$ cat config.mk
export PLATFORM = sky130hd
export DESIGN_NAME = fifo_rr_wr_arbiter_flat
export DESIGN_NICKNAME = d
export VERILOG_FILES = /design/src/rtl/fifo_arb_pkg.sv /design/src/rtl/fifo_rr_wr_arbiter_if.sv /design/src/rtl/fifo_rr_wr_arbiter_rr_pick.sv /design/src/rtl/fifo_rr_wr_arbiter.sv /design/src/flat_wrapper.sv
export SDC_FILE = /design/constraint.sdc
export NUM_CORES = 1
export LEC_CHECK = 0
export CORE_MARGIN = 2
export CORE_UTILIZATION = 29
export DETAILED_ROUTE_END_ITERATION = 8
export PLACE_DENSITY_LB_ADDON = 0.05
export SLEW_MARGIN = 20
export SYNTH_ARGS = -nofsm -noshare
export SYNTH_HDL_FRONTEND = slang
export SYNTH_SLANG_ARGS = --single-unit
$ cat constraint.sdc
create_clock -name clk -period 3.32 [get_ports clk]
set_clock_uncertainty 0.1 [all_clocks]
set_input_delay 0.664 -clock clk [delete_from_list [all_inputs] [get_ports clk]]
set_output_delay 0.664 -clock clk [all_outputs]
set_load 0.02 [all_outputs]
$ cat src/rtl/fifo_arb_pkg.sv
// ============================================================================
//  fifo_arb_pkg : shared types and widths for the FIFO write arbiter family
//  Rev 1.0
// ============================================================================
`default_nettype none

package fifo_arb_pkg;

  typedef enum logic [0:0] {
    IDLE  = 1'b0,
    GRANT = 1'b1
  } state_t;

  localparam int NUM_REQ_DEF    = 4;
  localparam int DATA_WIDTH_DEF = 8;
  localparam int DEPTH_DEF      = 16;
  localparam int MAX_BURST_DEF  = 4;

  localparam int ID_W   = $clog2(NUM_REQ_DEF);
  localparam int CRED_W = $clog2(DEPTH_DEF + 1);

  // Index width that stays at least one bit wide for degenerate counts.
  function automatic int width_of(input int n);
    return (n <= 1) ? 1 : $clog2(n);
  endfunction

endpackage

`default_nettype wire

$ cat src/rtl/fifo_rr_wr_arbiter_if.sv
// ============================================================================
//  fifo_rr_wr_arbiter_if : producer handshakes plus FIFO write/read-return bus
//  Rev 1.0
// ============================================================================
`default_nettype none

interface fifo_rr_wr_arbiter_if #(
  parameter int NUM_REQ    = 4,
  parameter int DATA_WIDTH = 8
);

  logic [NUM_REQ-1:0]            req_valid;
  logic [NUM_REQ*DATA_WIDTH-1:0] req_data;
  logic [NUM_REQ-1:0]            req_ready;
  logic                          fifo_wr_en;
  logic [DATA_WIDTH-1:0]         fifo_wr_data;
  logic                          fifo_rd_fire;

  modport master (
    output req_valid, req_data, fifo_rd_fire,
    input  req_ready, fifo_wr_en, fifo_wr_data
  );

  modport slave (
    input  req_valid, req_data, fifo_rd_fire,
    output req_ready, fifo_wr_en, fifo_wr_data
  );

endinterface

`default_nettype wire

$ cat src/rtl/fifo_rr_wr_arbiter_rr_pick.sv
// ============================================================================
//  rr_pick : combinational round-robin picker, searches upward from last+1
//  Rev 1.0
// ============================================================================
`default_nettype none

module rr_pick
  import fifo_arb_pkg::*;
#(
  parameter int NUM_REQ = 4
) (
  input  logic [NUM_REQ-1:0]             valid,
  input  logic [width_of(NUM_REQ)-1:0]   last,
  output logic                           found,
  output logic [width_of(NUM_REQ)-1:0]   idx
);

  localparam int IDW = width_of(NUM_REQ);

  int cand;

  // Walk offsets from farthest to nearest so the nearest valid one wins.
  always_comb begin
    found = 1'b0;
    idx   = '0;
    cand  = 0;
    for (int k = NUM_REQ; k >= 1; k--) begin
      cand = (int'(last) + k) % NUM_REQ;
      if (valid[cand[IDW-1:0]]) begin
        found = 1'b1;
        idx   = cand[IDW-1:0];
      end
    end
  end

endmodule

`default_nettype wire

$ cat src/rtl/fifo_rr_wr_arbiter.sv
// ============================================================================
//  fifo_rr_wr_arbiter : round-robin burst arbiter onto one FIFO write port,
//                       with local free-space credit tracking
//  Rev 1.0
// ============================================================================
`default_nettype none

module fifo_rr_wr_arbiter
  import fifo_arb_pkg::*;
#(
  parameter int NUM_REQ    = NUM_REQ_DEF,
  parameter int DATA_WIDTH = DATA_WIDTH_DEF,
  parameter int DEPTH      = DEPTH_DEF,
  parameter int MAX_BURST  = MAX_BURST_DEF
) (
  input  logic                           clk,
  input  logic                           rst_n,
  fifo_rr_wr_arbiter_if.slave            bus,
  output logic [width_of(NUM_REQ)-1:0]   grant_id,
  output logic [$clog2(DEPTH+1)-1:0]     credits,
  output logic                           credit_err
);

  localparam int IDW = width_of(NUM_REQ);
  localparam int CW  = $clog2(DEPTH + 1);
  localparam int BW  = width_of(MAX_BURST);

  state_t                 state_q, state_d;
  logic [IDW-1:0]         owner_q, owner_d;
  logic [IDW-1:0]         last_q, last_d;
  logic [BW-1:0]          beat_q, beat_d;
  logic [CW-1:0]          credits_q;
  logic                   err_q;
  logic                   wr_en_q;
  logic [DATA_WIDTH-1:0]  wr_data_q;
  logic [NUM_REQ-1:0]     ready;

  logic                   pick_found;
  logic [IDW-1:0]         pick_idx;
  logic                   cred_nz;
  logic                   owner_valid;
  logic [DATA_WIDTH-1:0]  owner_data;
  logic                   fire;

  rr_pick #(
    .NUM_REQ (NUM_REQ)
  ) u_pick (
    .valid (bus.req_valid),
    .last  (last_q),
    .found (pick_found),
    .idx   (pick_idx)
  );

  assign cred_nz     = (credits_q != '0);
  assign owner_valid = bus.req_valid[owner_q];
  assign owner_data  = bus.req_data[int'(owner_q)*DATA_WIDTH +: DATA_WIDTH];
  assign fire        = owner_valid && ready[owner_q];

  always_ff @(posedge clk or negedge rst_n) begin
    if (!rst_n) begin
      state_q <= IDLE;
      owner_q <= '0;
      last_q  <= IDW'(NUM_REQ - 1);
      beat_q  <= '0;
    end else begin
      state_q <= state_d;
      owner_q <= owner_d;
      last_q  <= last_d;
      beat_q  <= beat_d;
    end
  end

  always_comb begin
    state_d = state_q;
    owner_d = owner_q;
    last_d  = last_q;
    beat_d  = beat_q;
    ready   = '0;
    case (state_q)
      IDLE: begin
        if (pick_found && cred_nz) begin
          owner_d = pick_idx;
          beat_d  = '0;
          state_d = GRANT;
        end
      end
      GRANT: begin
        // With no credits the owner keeps the grant but sees ready low.
        if (cred_nz) begin
          ready[owner_q] = 1'b1;
        end
        if (fire) begin
          beat_d = beat_q + BW'(1);
          if (beat_q == BW'(MAX_BURST - 1)) begin
            state_d = IDLE;
            last_d  = owner_q;
          end
        end else if (!owner_valid) begin
          state_d = IDLE;
          last_d  = owner_q;
        end
      end
      default: state_d = IDLE;
    endcase
  end

  always_ff @(posedge clk or negedge rst_n) begin
    if (!rst_n) begin
      credits_q <= CW'(DEPTH);
      err_q     <= 1'b0;
    end else begin
      case ({fire, bus.fifo_rd_fire})
        2'b10: credits_q <= credits_q - CW'(1);
        2'b01: begin
          if (credits_q == CW'(DEPTH)) begin
            err_q <= 1'b1;
          end else begin
            credits_q <= credits_q + CW'(1);
          end
        end
        default: credits_q <= credits_q;
      endcase
    end
  end

  always_ff @(posedge clk or negedge rst_n) begin
    if (!rst_n) begin
      wr_en_q   <= 1'b0;
      wr_data_q <= '0;
    end else begin
      wr_en_q <= fire;
      if (fire) begin
        wr_data_q <= owner_data;
      end
    end
  end

  assign bus.req_ready    = ready;
  assign bus.fifo_wr_en   = wr_en_q;
  assign bus.fifo_wr_data = wr_data_q;
  assign grant_id         = owner_q;
  assign credits          = credits_q;
  assign credit_err       = err_q;

endmodule

`default_nettype wire

$ cat src/flat_wrapper.sv
// flat-port wrapper written by rule: the top's interface ports become plain ports
module fifo_rr_wr_arbiter_flat import fifo_arb_pkg::*;
#(
  parameter int NUM_REQ    = NUM_REQ_DEF,
  parameter int DATA_WIDTH = DATA_WIDTH_DEF,
  parameter int DEPTH      = DEPTH_DEF,
  parameter int MAX_BURST  = MAX_BURST_DEF
)
  (clk, rst_n, grant_id, credits, credit_err, bus_req_valid, bus_req_data, bus_fifo_rd_fire, bus_req_ready, bus_fifo_wr_en, bus_fifo_wr_data);
  fifo_rr_wr_arbiter_if #(.NUM_REQ(NUM_REQ), .DATA_WIDTH(DATA_WIDTH)) bus_i ();
  input  logic clk;
  input  logic rst_n;
  output logic [width_of(NUM_REQ)-1:0] grant_id;
  output logic [$clog2(DEPTH+1)-1:0] credits;
  output logic credit_err;
  input wire logic [$bits(bus_i.req_valid)-1:0] bus_req_valid;
  input wire logic [$bits(bus_i.req_data)-1:0] bus_req_data;
  input wire logic [$bits(bus_i.fifo_rd_fire)-1:0] bus_fifo_rd_fire;
  output wire logic [$bits(bus_i.req_ready)-1:0] bus_req_ready;
  output wire logic [$bits(bus_i.fifo_wr_en)-1:0] bus_fifo_wr_en;
  output wire logic [$bits(bus_i.fifo_wr_data)-1:0] bus_fifo_wr_data;
  assign bus_i.req_valid = bus_req_valid;
  assign bus_i.req_data = bus_req_data;
  assign bus_i.fifo_rd_fire = bus_fifo_rd_fire;
  assign bus_req_ready = bus_i.req_ready;
  assign bus_fifo_wr_en = bus_i.fifo_wr_en;
  assign bus_fifo_wr_data = bus_i.fifo_wr_data;
  fifo_rr_wr_arbiter #(.NUM_REQ(NUM_REQ), .DATA_WIDTH(DATA_WIDTH), .DEPTH(DEPTH), .MAX_BURST(MAX_BURST)) u_core (.clk(clk), .rst_n(rst_n), .bus(bus_i), .grant_id(grant_id), .credits(credits), .credit_err(credit_err));
endmodule
# After elaboration in Yosys (flattened, before gate mapping)
# Index checks and enable logic that the tools add are counted.
# totals
memories,0
latch_bits,0
ramBits,0
regBits,22
rom_bits,0
in_bits,39
out_inout_bits,21
word_cells,79
# op_classes
addsub,7
multipliers,0
n_reduce_logical,10
bitwise,1
magnitude_cmp,6
n_shift,1
muxes,37
div_mod_pow,0
eq_ne,9
# ops
operator,count
32-bit by 6-bit variable part select with 8-bit output,1
2-bit 2-to-1 mux,9
"2-bit by 3-bit < comparator with 1-bit output, second input constant",5
1-bit 2-to-1 mux,15
1-bit binary-select mux with 2-bit select,6
5-bit one-hot mux with 2 select lines,1
4-bit 2-to-1 mux,2
"2-bit inequality test, second input constant",4
2-bit AND reduction,4
"2-bit by 1-bit adder with 2-bit output, second input constant",3
"5-bit by 1-bit adder with 5-bit output, second input constant",1
"5-bit equality test, second input constant",1
5-bit 2-to-1 mux,1
5-bit nonzero test,1
"5-bit by 1-bit subtractor with 5-bit output, second input constant",1
"2-bit adder, second input constant",2
"2-bit equality test, second input constant",2
2-bit one-hot mux with 2 select lines,1
1-bit logical AND,3
3-bit AND reduction,1
1-bit demux with 2-bit select,1
"2-bit by 1-bit equality test with 1-bit output, second input constant",1
"2-bit by 1-bit >= comparator with 1-bit output, second input constant",1
"2-bit by 1-bit inequality test with 1-bit output, second input constant",1
3 further kinds,3

# Logic depth before layout (Yosys ltp)
# Gate-level depths: netlist (run 1).
# logic_depth
ltp_word,12
mapped_depth,11
ltp_nobuf,10

# Cells and area by module
# A second synthesis (run 1) with hierarchy kept.
# unflattened
cells_unflattened,115
hier_area_um2,1423.9
# modules_own_cells
module,n_inst,cells_each,seq_area_each_um2,area_per_inst_um2
fifo_rr_wr_arbiter,1,101,554.3,1332.5
rr_pick,1,14,0.0,91.3

# Worst setup path after synthesis (run 1)
# Ideal clock, no wire load.
# synth_timing
path_kind,input -> register
start,input bus_req_valid[3]
end,"register u_core.credits_q[4], in the netlist u_core.credits[4]"
arrival_time_ns,2.480
path_buffers,0
stages,8
required_ns,3.145
path_slack_ns,0.666
setup_time_ns,0.075
path_cell_list,mux4_2 -> o211ai_2 -> nand2_1 -> ha_1 -> a21o_1 -> a21oi_1 -> mux2i_1 -> xor2_1
# synth_between
elab_chain_cells,6
elab_cells_between_ends,9
classes_between,eq/ne: 3; mux: 3; reduce/logical: 3
# synth_rtl
element,line,text
"start, declared",flat_wrapper.sv:16,input wire logic [$bits(bus_i.req_valid)-1:0] bus_req_valid;
1-bit binary-select mux with 2-bit select *,fifo_rr_wr_arbiter.sv:55,assign owner_valid = bus.req_valid[owner_q];
1-bit 2-to-1 mux (implied by the code) *,fifo_rr_wr_arbiter.sv:55,
1-bit logical AND *,fifo_rr_wr_arbiter.sv:57,assign fire = owner_valid && ready[owner_q];
2-bit by 1-bit equality test with 1-bit output / 2-bit equality test (equally long branches),fifo_rr_wr_arbiter.sv:112,"case ({fire, bus.fifo_rd_fire})"
2-bit inequality test (no line) / 2-bit nonzero test (equally long branches),--,
2-bit AND reduction (no line),--,
"end signal, assigned",fifo_rr_wr_arbiter.sv:109,credits_q <= CW'(DEPTH);
"end signal, assigned",fifo_rr_wr_arbiter.sv:113,2'b10: credits_q <= credits_q - CW'(1);
"end signal, assigned",fifo_rr_wr_arbiter.sv:118,credits_q <= credits_q + CW'(1);
"end, declared",fifo_rr_wr_arbiter.sv:32,logic [CW-1:0] credits_q;
# Every way passes the cells marked *; elsewhere a longest branch is shown, timed or not. The select of a mux whose other input is x is not followed.
# A chain may end at the register's enable or synchronous reset.

# Worst setup path after layout (run 1)
# layout_timing
start,input bus_req_valid[2]
end,"register u_core.credits_q[4], in the netlist u_core.credits[4]"
# The elaborated chain is that of the path after synthesis.

==> flow_results.xml, run 1 <==
<?xml version="1.0" encoding="UTF-8"?>
<metrics>
  <group name="status">
    <metric name="outcome" unit="">completed</metric>
  </group>
  <group name="critical_path">
    <metric name="crit_start" unit="">bus_req_valid[2]</metric>
    <metric name="reg2reg_depth" unit="">8</metric>
    <metric name="worst_ep_arrival_time" unit="ps">3030</metric>
    <metric name="crit_type" unit="">primary input to register</metric>
    <metric name="critical-path-top-delay-family" unit="">multiplexers</metric>
    <metric name="worstSetupStartpointType" unit="">primary input</metric>
    <metric name="timing.critical_path.slowest_cell_delay" unit="ps">530</metric>
    <metric name="timing.critical_path.required" unit="ps">3400</metric>
    <metric name="crit_end" unit="">u_core.credits[4]</metric>
    <metric name="cp_slowest_cell" unit="">sky130_fd_sc_hd__mux4_2</metric>
    <metric name="crit_path_max_fanout" unit="">4</metric>
    <metric name="reg2reg_from" unit="">u_core.credits[1]</metric>
    <metric name="cp_num_buf_inv" unit="">1</metric>
    <metric name="cp-end-kind" unit="">register</metric>
    <metric name="worstPathCellList" unit="">clkdlybuf4s50_1, mux4_2, o211ai_2, nand2_1, ha_1, a21o_1, a21oi_1, mux2i_1, xor2_1</metric>
    <metric name="timing.critical_path.depth" unit="">9</metric>
    <metric name="rrSetupSlack" unit="ps">690</metric>
    <metric name="worst_r2r_endpoint" unit="">u_core.credits[4]</metric>
  </group>
  <group name="floorplanning">
    <metric name="die_y" unit="um">73.1</metric>
    <metric name="floorplan.core_area" unit="sq mm">0.00466</metric>
    <metric name="floorplan_die_area" unit="sq mm">0.00535</metric>
    <metric name="ios" unit="">60</metric>
    <metric name="fp.dieW" unit="um">73.1</metric>
    <metric name="initial_utilization" unit="">0.297</metric>
    <metric name="placement_rows" unit="">25</metric>
  </group>
  <group name="route">
    <metric name="post-route-drc-count" unit="">0</metric>
    <metric name="detail_route.vias_per_cell" unit="">4.97</metric>
    <metric name="count_of_vias_placed_by_the_detailed_router" unit="">1172</metric>
    <metric name="ant_nets" unit="">0</metric>
    <metric name="firstDrtPassIters" unit="">3</metric>
    <metric name="drt_wl_total" unit="mm">3.50</metric>
    <metric name="detailedRoute.firstIterationViolations" unit="">33</metric>
    <metric name="detail_route.wl_per_cell" unit="um">14.8</metric>
  </group>
  <group name="run">
    <metric name="cap_violations" unit="">0</metric>
  </group>
  <group name="clock_tree">
    <metric name="cts.sinks" unit="">22</metric>
    <metric name="cts_tree" unit="">yes</metric>
    <metric name="postCtsSetupRepairBufs" unit="">0</metric>
    <metric name="tritoncts.num_buffers" unit="">3</metric>
    <metric name="htreeDepth" unit="">1</metric>
    <metric name="worst_setup_hold_path_clk_slew" unit="ps">80</metric>
    <metric name="hold_buffers" unit="">0</metric>
    <metric name="clkLatencyLatePin" unit="ps">260</metric>
    <metric name="post_cts_resized" unit="">0</metric>
    <metric name="cts_max_path_buffers" unit="">2</metric>
    <metric name="ctsRootBufferMaster" unit="">sky130_fd_sc_hd__clkbuf_8</metric>
  </group>
  <group name="global_route">
    <metric name="antenna_found_initial" unit="">0</metric>
    <metric name="grt_pass1_vias" unit="">1293</metric>
    <metric name="grt_overflow_total" unit="">0</metric>
    <metric name="groute.usage.overall" unit="">0.141</metric>
    <metric name="wire_length_of_the_first_global_routing_pass" unit="mm">5.89</metric>
    <metric name="maximum_number_of_pins_on_one_net_before_global_route_repair" unit="">23</metric>
  </group>
  <group name="finish">
    <metric name="area_growth_from_synthesis_to_layout" unit="%">52.8</metric>
    <metric name="antenna_cells_inserted" unit="">0</metric>
    <metric name="mostFrequentLayoutCells" unit="">sky130_fd_sc_hd__clkdlybuf4s50_1 (59), sky130_fd_sc_hd__dfrtp_1 (19), sky130_fd_sc_hd__inv_1 (10), sky130_fd_sc_hd__mux2_2 (10), sky130_fd_sc_hd__nand2_1 (8)</metric>
    <metric name="layout.cells.most_common" unit="">sky130_fd_sc_hd__clkdlybuf4s50_1</metric>
    <metric name="layout.nets" unit="">227</metric>
    <metric name="num-fill-cells" unit="">448</metric>
    <metric name="layout-drive-gt1-share" unit="">0.181</metric>
  </group>
  <group name="timing">
    <metric name="whs" unit="ps">381</metric>
    <metric name="max_slew_margin" unit="">0.637</metric>
    <metric name="setup_total_negative_slack" unit="ps">0</metric>
    <metric name="period_minus_slack" unit="ps">2950</metric>
    <metric name="fmaxAchievable" unit="MHz">339</metric>
    <metric name="drv_slew" unit="">0</metric>
    <metric name="hold_viol" unit="">0</metric>
    <metric name="setup_viol_count_final" unit="">0</metric>
    <metric name="finalCritPeriodShare" unit="">0.888</metric>
    <metric name="worstMarginPinSlew" unit="ps">539</metric>
    <metric name="rsz0062_at_grt" unit="">no</metric>
  </group>
  <group name="synthesis">
    <metric name="synth_async_sr_flop_share" unit="">1.00</metric>
    <metric name="ys_warn_count" unit="">0</metric>
    <metric name="area_of_the_mapped_netlist" unit="sq mm">0.00139</metric>
    <metric name="synth_flop_cell" unit="">sky130_fd_sc_hd__dfrtp_1</metric>
    <metric name="synth-seq-area-share" unit="">0.400</metric>
    <metric name="synthesis.instances" unit="">117</metric>
    <metric name="synth-edff-count" unit="">0</metric>
    <metric name="postSynthAreaPerCell" unit="sq um">11.8</metric>
    <metric name="post_synth_num_cell_types" unit="">35</metric>
    <metric name="synth-seq-cells" unit="">22</metric>
    <metric name="synthesis.nets" unit="">161</metric>
  </group>
  <group name="pwr">
    <metric name="vdd_drop_max" unit="uV">404</metric>
    <metric name="pwr_density_cell" unit="mW/mm^2">940</metric>
    <metric name="power.static_leakage" unit="nW">0.894</metric>
  </group>
  <group name="worst_hold_path">
    <metric name="timing.hold.worst.start" unit="">u_core.credit_err</metric>
    <metric name="hp-class" unit="">register to register</metric>
  </group>
  <group name="placed_design">
    <metric name="buffer_ports.inserted" unit="">59</metric>
    <metric name="gpl.final_weighted_congestion" unit="">0.822</metric>
    <metric name="detailedPlacementHpwl" unit="mm">2.79</metric>
  </group>
</metrics>
-- layer usage --
layer	wire (um)	vias to the layer above	part of all wire	global-route usage
li1	-	566	-	-
met1	1550	568	0.44	0.173
met2	1680	34	0.48	0.241
met3	231	4	0.066	0.0290
met4	40	0	0.011	0.0535
met5	0	-	0	0
-- sequential cells by signal, indices dropped and copies added (netlist names) --
register / flops
u_core.bus.fifo_wr_data: 8
u_core.credits: 5
u_core.beat_q: 2
u_core.grant_id: 2
u_core.last_q: 2
u_core.bus.fifo_wr_en: 1
u_core.credit_err: 1
u_core.state_q: 1
-- cells in the mapped netlist (2+ instances only) --
master | number | area [sq um]
sky130_fd_sc_hd__mux4_1 | 3 | 78.8
sky130_fd_sc_hd__mux4_2 | 6 | 135
sky130_fd_sc_hd__o22ai_1 | 2 | 12.5
sky130_fd_sc_hd__dfstp_2 | 3 | 78.8
sky130_fd_sc_hd__nand2_1 | 8 | 30.0
sky130_fd_sc_hd__nand2b_1 | 2 | 12.5
sky130_fd_sc_hd__nor2_1 | 5 | 18.8
sky130_fd_sc_hd__mux2i_1 | 4 | 40.0
sky130_fd_sc_hd__mux2_2 | 10 | 113
sky130_fd_sc_hd__dfrtp_1 | 19 | 475
sky130_fd_sc_hd__inv_1 | 10 | 37.5
sky130_fd_sc_hd__xnor2_1 | 3 | 26.3
sky130_fd_sc_hd__ha_1 | 4 | 50.1
sky130_fd_sc_hd__nor3_1 | 3 | 15.0
sky130_fd_sc_hd__nor4_1 | 2 | 12.5
sky130_fd_sc_hd__a21oi_1 | 5 | 25.0
sky130_fd_sc_hd__a22o_1 | 4 | 35.0
sky130_fd_sc_hd__nand3_1 | 2 | 10.0
sky130_fd_sc_hd__o21ai_0 | 3 | 15.0
sky130_fd_sc_hd__buf_6 | 2 | 22.5
sky130_fd_sc_hd__clkbuf_1 | 2 | 7.51
sky130_fd_sc_hd__a21o_1 | 2 | 15.0
-- cells by family after synthesis --
logic type	after synthesis	share of synthesized area
xor gates and xnor gates	4	0.0253
muxes	23	0.264
buffers and inverters	15	0.0514
and+or+nand+nor	26	0.0984
DFF	22	0.400
AOI/OAI and AO/OA	22	0.110
adders and majority gates	5	0.0505
-- how the worst min path moves through the flow --
stage | to | slack [ps] | depth (start not counted)
global route | u_core.bus.fifo_wr_data[4] | 430 | 1
floorplan | u_core.beat_q[0] | 270 | 0
CTS | u_core.credit_err | 390 | 1
global placement | u_core.credit_err | 380 | 1
detailed placement | u_core.credit_err | 360 | 1
finish | u_core.credit_err | 380 | 1
-- area by class of cell --
cell class | instances | area [sq um] | share of cell area
multi-input combinational | 80 | 761 | 0.359
inverter | 10 | 37.5 | 0.0177
clock buffer | 4 | 55.1 | 0.0260
timing repair buffer | 66 | 643 | 0.304
tap | 54 | 67.6 | 0.0319
sequential | 22 | 554 | 0.262
-- power breakdown --
group          internal, mW  switching [mW]  leakage, nW  total (mW)
Combinational         0.676           0.589        0.608        1.27
Sequential            0.420           0.119        0.257       0.539
Clock                 0.105          0.0808       0.0288       0.186
Total                  1.20           0.788        0.894        1.99
-- per-stage QoR --
step	area [sq um]	setup WS [ps]	power, mW	util	std cells
final	2120	372	1.99	0.454	236
after global routing	2120	255	2.15	0.454	236
after CTS	2120	361	2.03	0.454	236
after detailed placement	2060	89.9	1.82	0.443	232
after global placement	2060	178	1.81	0.443	232
after floorplan	1390	666	1.36	-	117
-- worst register-to-register path, delay by kind of cell (launching register included) --
| family | cells | cell delay, ps |
|---|---|---|
| simple gates | 2 | 730 |
| compound gates | 3 | 550 |
| flops | 1 | 430 |
| fa+ha+maj | 1 | 350 |
| mux | 1 | 230 |
| xor+xnor | 1 | 180 |
(Power assumes the default switching activity.)
==> inputs of run 2 (changes only) <==
CELL_PAD_IN_SITES_DETAIL_PLACEMENT = 0   (was default)
CELL_PAD_IN_SITES_GLOBAL_PLACEMENT = 1   (was default)
CTS_CLUSTER_SIZE = 10   (was default)
==> run 2 against run 1 <==
Compared with the run above: combinational power about the same; highest routed layer unchanged; count of clock-buffer cells in the layout unchanged; utilization decreased by 0.16 points; flip-flop and latch count unchanged; cell area decreased by 0.35%; non-clock buffer count decreased by 1; worst hold slack improved by 19 ps; largest power group unchanged; critical path depth unchanged; largest cell class unchanged.
==> flow_results.xml, run 2 (same netlist as run 1, synthesis figures left out) <==
<?xml version="1.0" encoding="UTF-8"?>
<metrics>
  <group name="timing">
    <metric name="max_slew_margin" unit="">0.389</metric>
    <metric name="setup_viol_count_final" unit="">0</metric>
    <metric name="worstMarginPinSlew" unit="ps">914</metric>
    <metric name="setup_slack_of_the_critical_path_after_layout" unit="ps">385</metric>
    <metric name="period_minus_slack" unit="ps">2930</metric>
    <metric name="drv_slew" unit="">0</metric>
    <metric name="finalCritPeriodShare" unit="">0.884</metric>
    <metric name="fmaxAchievable" unit="MHz">341</metric>
    <metric name="rsz0062_at_grt" unit="">no</metric>
    <metric name="setup_total_negative_slack" unit="ps">0</metric>
    <metric name="hold_viol" unit="">0</metric>
  </group>
  <group name="route">
    <metric name="ant_nets" unit="">0</metric>
    <metric name="detail_route.vias_per_cell" unit="">4.90</metric>
    <metric name="count_of_vias_placed_by_the_detailed_router" unit="">1151</metric>
    <metric name="firstDrtPassIters" unit="">4</metric>
    <metric name="detail_route.wl_per_cell" unit="um">14.4</metric>
    <metric name="detailedRoute.firstIterationViolations" unit="">24</metric>
    <metric name="drt_wl_total" unit="mm">3.39</metric>
    <metric name="post-route-drc-count" unit="">0</metric>
  </group>
  <group name="pwr">
    <metric name="power.static_leakage" unit="nW">0.890</metric>
    <metric name="power" unit="mW">1.97</metric>
    <metric name="vdd_drop_max" unit="uV">392</metric>
    <metric name="pwr_density_cell" unit="mW/mm^2">933</metric>
  </group>
  <group name="worst_hold_path">
    <metric name="holdPathStages" unit="">1</metric>
    <metric name="min_delay_worst_endpoint" unit="">u_core.credit_err</metric>
    <metric name="timing.hold.worst.start" unit="">u_core.credit_err</metric>
    <metric name="hp-class" unit="">register to register</metric>
  </group>
  <group name="clock_tree">
    <metric name="worst_setup_hold_path_clk_slew" unit="ps">80</metric>
    <metric name="tritoncts.num_buffers" unit="">3</metric>
    <metric name="cts_max_path_buffers" unit="">2</metric>
    <metric name="post_cts_resized" unit="">0</metric>
    <metric name="postCtsSetupRepairBufs" unit="">0</metric>
    <metric name="ctsRootBufferMaster" unit="">sky130_fd_sc_hd__clkbuf_8</metric>
    <metric name="cts.sinks" unit="">22</metric>
    <metric name="cts_tree" unit="">yes</metric>
    <metric name="htreeDepth" unit="">1</metric>
    <metric name="hold_buffers" unit="">0</metric>
    <metric name="clkLatencyLatePin" unit="ps">260</metric>
  </group>
  <group name="floorplanning">
    <metric name="ios" unit="">60</metric>
    <metric name="floorplan_die_area" unit="sq mm">0.00535</metric>
    <metric name="die_y" unit="um">73.1</metric>
    <metric name="initial_utilization" unit="">0.297</metric>
    <metric name="placement_rows" unit="">25</metric>
    <metric name="fp.dieW" unit="um">73.1</metric>
    <metric name="floorplan.core_area" unit="sq mm">0.00466</metric>
  </group>
  <group name="finish">
    <metric name="mostFrequentLayoutCells" unit="">sky130_fd_sc_hd__clkdlybuf4s50_1 (59), sky130_fd_sc_hd__dfrtp_1 (19), sky130_fd_sc_hd__inv_1 (10), sky130_fd_sc_hd__mux2_2 (10), sky130_fd_sc_hd__nand2_1 (8)</metric>
    <metric name="multiInputGateArea" unit="sq um">761</metric>
    <metric name="num-fill-cells" unit="">432</metric>
    <metric name="layout.nets" unit="">226</metric>
    <metric name="largest_register_ff_count" unit="">8</metric>
    <metric name="area_growth_from_synthesis_to_layout" unit="%">52.3</metric>
    <metric name="layout-drive-gt1-share" unit="">0.177</metric>
    <metric name="antenna_cells_inserted" unit="">0</metric>
    <metric name="final-seq-area" unit="sq um">554</metric>
    <metric name="layout.cells.most_common" unit="">sky130_fd_sc_hd__clkdlybuf4s50_1</metric>
  </group>
  <group name="critical_path">
    <metric name="worst_ep_arrival_time" unit="ps">3030</metric>
    <metric name="cp-end-kind" unit="">register</metric>
    <metric name="reg2reg_from" unit="">u_core.credits[1]</metric>
    <metric name="worstSetupStartpointType" unit="">primary input</metric>
    <metric name="worst_r2r_endpoint" unit="">u_core.credits[4]</metric>
    <metric name="crit_type" unit="">primary input to register</metric>
    <metric name="crit_path_max_fanout" unit="">6</metric>
    <metric name="reg2reg_depth" unit="">8</metric>
    <metric name="rrSetupSlack" unit="ps">690</metric>
    <metric name="timing.critical_path.required" unit="ps">3410</metric>
  </group>
  <group name="placed_design">
    <metric name="gpl.final_weighted_congestion" unit="">0.824</metric>
    <metric name="detailedPlace.worstSlack" unit="ps">89.9</metric>
    <metric name="detailedPlacementHpwl" unit="mm">2.68</metric>
    <metric name="buffer_ports.inserted" unit="">59</metric>
  </group>
  <group name="global_route">
    <metric name="wire_length_of_the_first_global_routing_pass" unit="mm">5.19</metric>
    <metric name="grt_pass1_vias" unit="">1129</metric>
    <metric name="grt_overflow_total" unit="">0</metric>
    <metric name="groute.usage.overall" unit="">0.126</metric>
    <metric name="antenna_found_initial" unit="">0</metric>
    <metric name="maximum_number_of_pins_on_one_net_before_global_route_repair" unit="">22</metric>
  </group>
  <group name="run">
    <metric name="cap_violations" unit="">0</metric>
  </group>
  <group name="status">
    <metric name="outcome" unit="">completed</metric>
  </group>
</metrics>
==> run 2: cell type report <==
class	count	area share
inverter	10	0.0178
clock buffer	4	0.0261
multi-input combinational	80	0.360
timing repair buffer	65	0.301
tap	54	0.0320
sequential	22	0.263
==> run 2: metrics by stage <==
step / hold WS, ps / cells / cell area (sq um) / util
5_1_grt: 424 / 235 / 2110 / 0.453
2_1_floorplan: 268 / 117 / 1390 / -
4_1_cts: 409 / 235 / 2110 / 0.453
6_report: 400 / 235 / 2110 / 0.453
3_3_place_gp: 386 / 231 / 2060 / 0.441
3_5_place_dp: 387 / 231 / 2060 / 0.441
==> run 2: critical path: stages <==
cell and delay (ps):
sky130_fd_sc_hd__clkdlybuf4s50_1 480, sky130_fd_sc_hd__mux4_2 520, sky130_fd_sc_hd__o211ai_2 100, sky130_fd_sc_hd__nand2_1 170, sky130_fd_sc_hd__ha_1 350, sky130_fd_sc_hd__a21o_1 180, sky130_fd_sc_hd__a21oi_1 170, sky130_fd_sc_hd__mux2i_1 230
sky130_fd_sc_hd__xor2_1 160
==> run 2: how the worst max path moves through the flow <==
stage,to,start,slack (ps)
after floorplan,u_core.credits[4],bus_req_valid[3],670
after global routing,u_core.credits[4],bus_req_valid[1],260
after global placement,u_core.credits[4],bus_req_valid[1],130
after CTS,u_core.credits[4],bus_req_valid[1],350
final,u_core.credits[4],bus_req_valid[1],390
after detailed placement,u_core.credits[4],bus_req_valid[1],90
==> run 2: power by group <==
part / leakage (nW) / total (mW) / internal, mW / switching (mW)
Combinational: 0.604 / 1.25 / 0.670 / 0.575
Clock: 0.0288 / 0.192 / 0.106 / 0.0863
Sequential: 0.257 / 0.533 / 0.420 / 0.113
==> run 2: metal layers <==
metal,wire length [um],up-vias,GRT usage
li1,-,558,-
met1,1470,555,0.153
met2,1700,36,0.222
met3,197,2,0.0249
met4,25,0,0.0432
met5,0,-,0
==> inputs of run 3 (changes only) <==
ABC_AREA = 0   (was default)
==> results of run 3 <==
Final layout, timing and power as in run 2 (identical DEF).
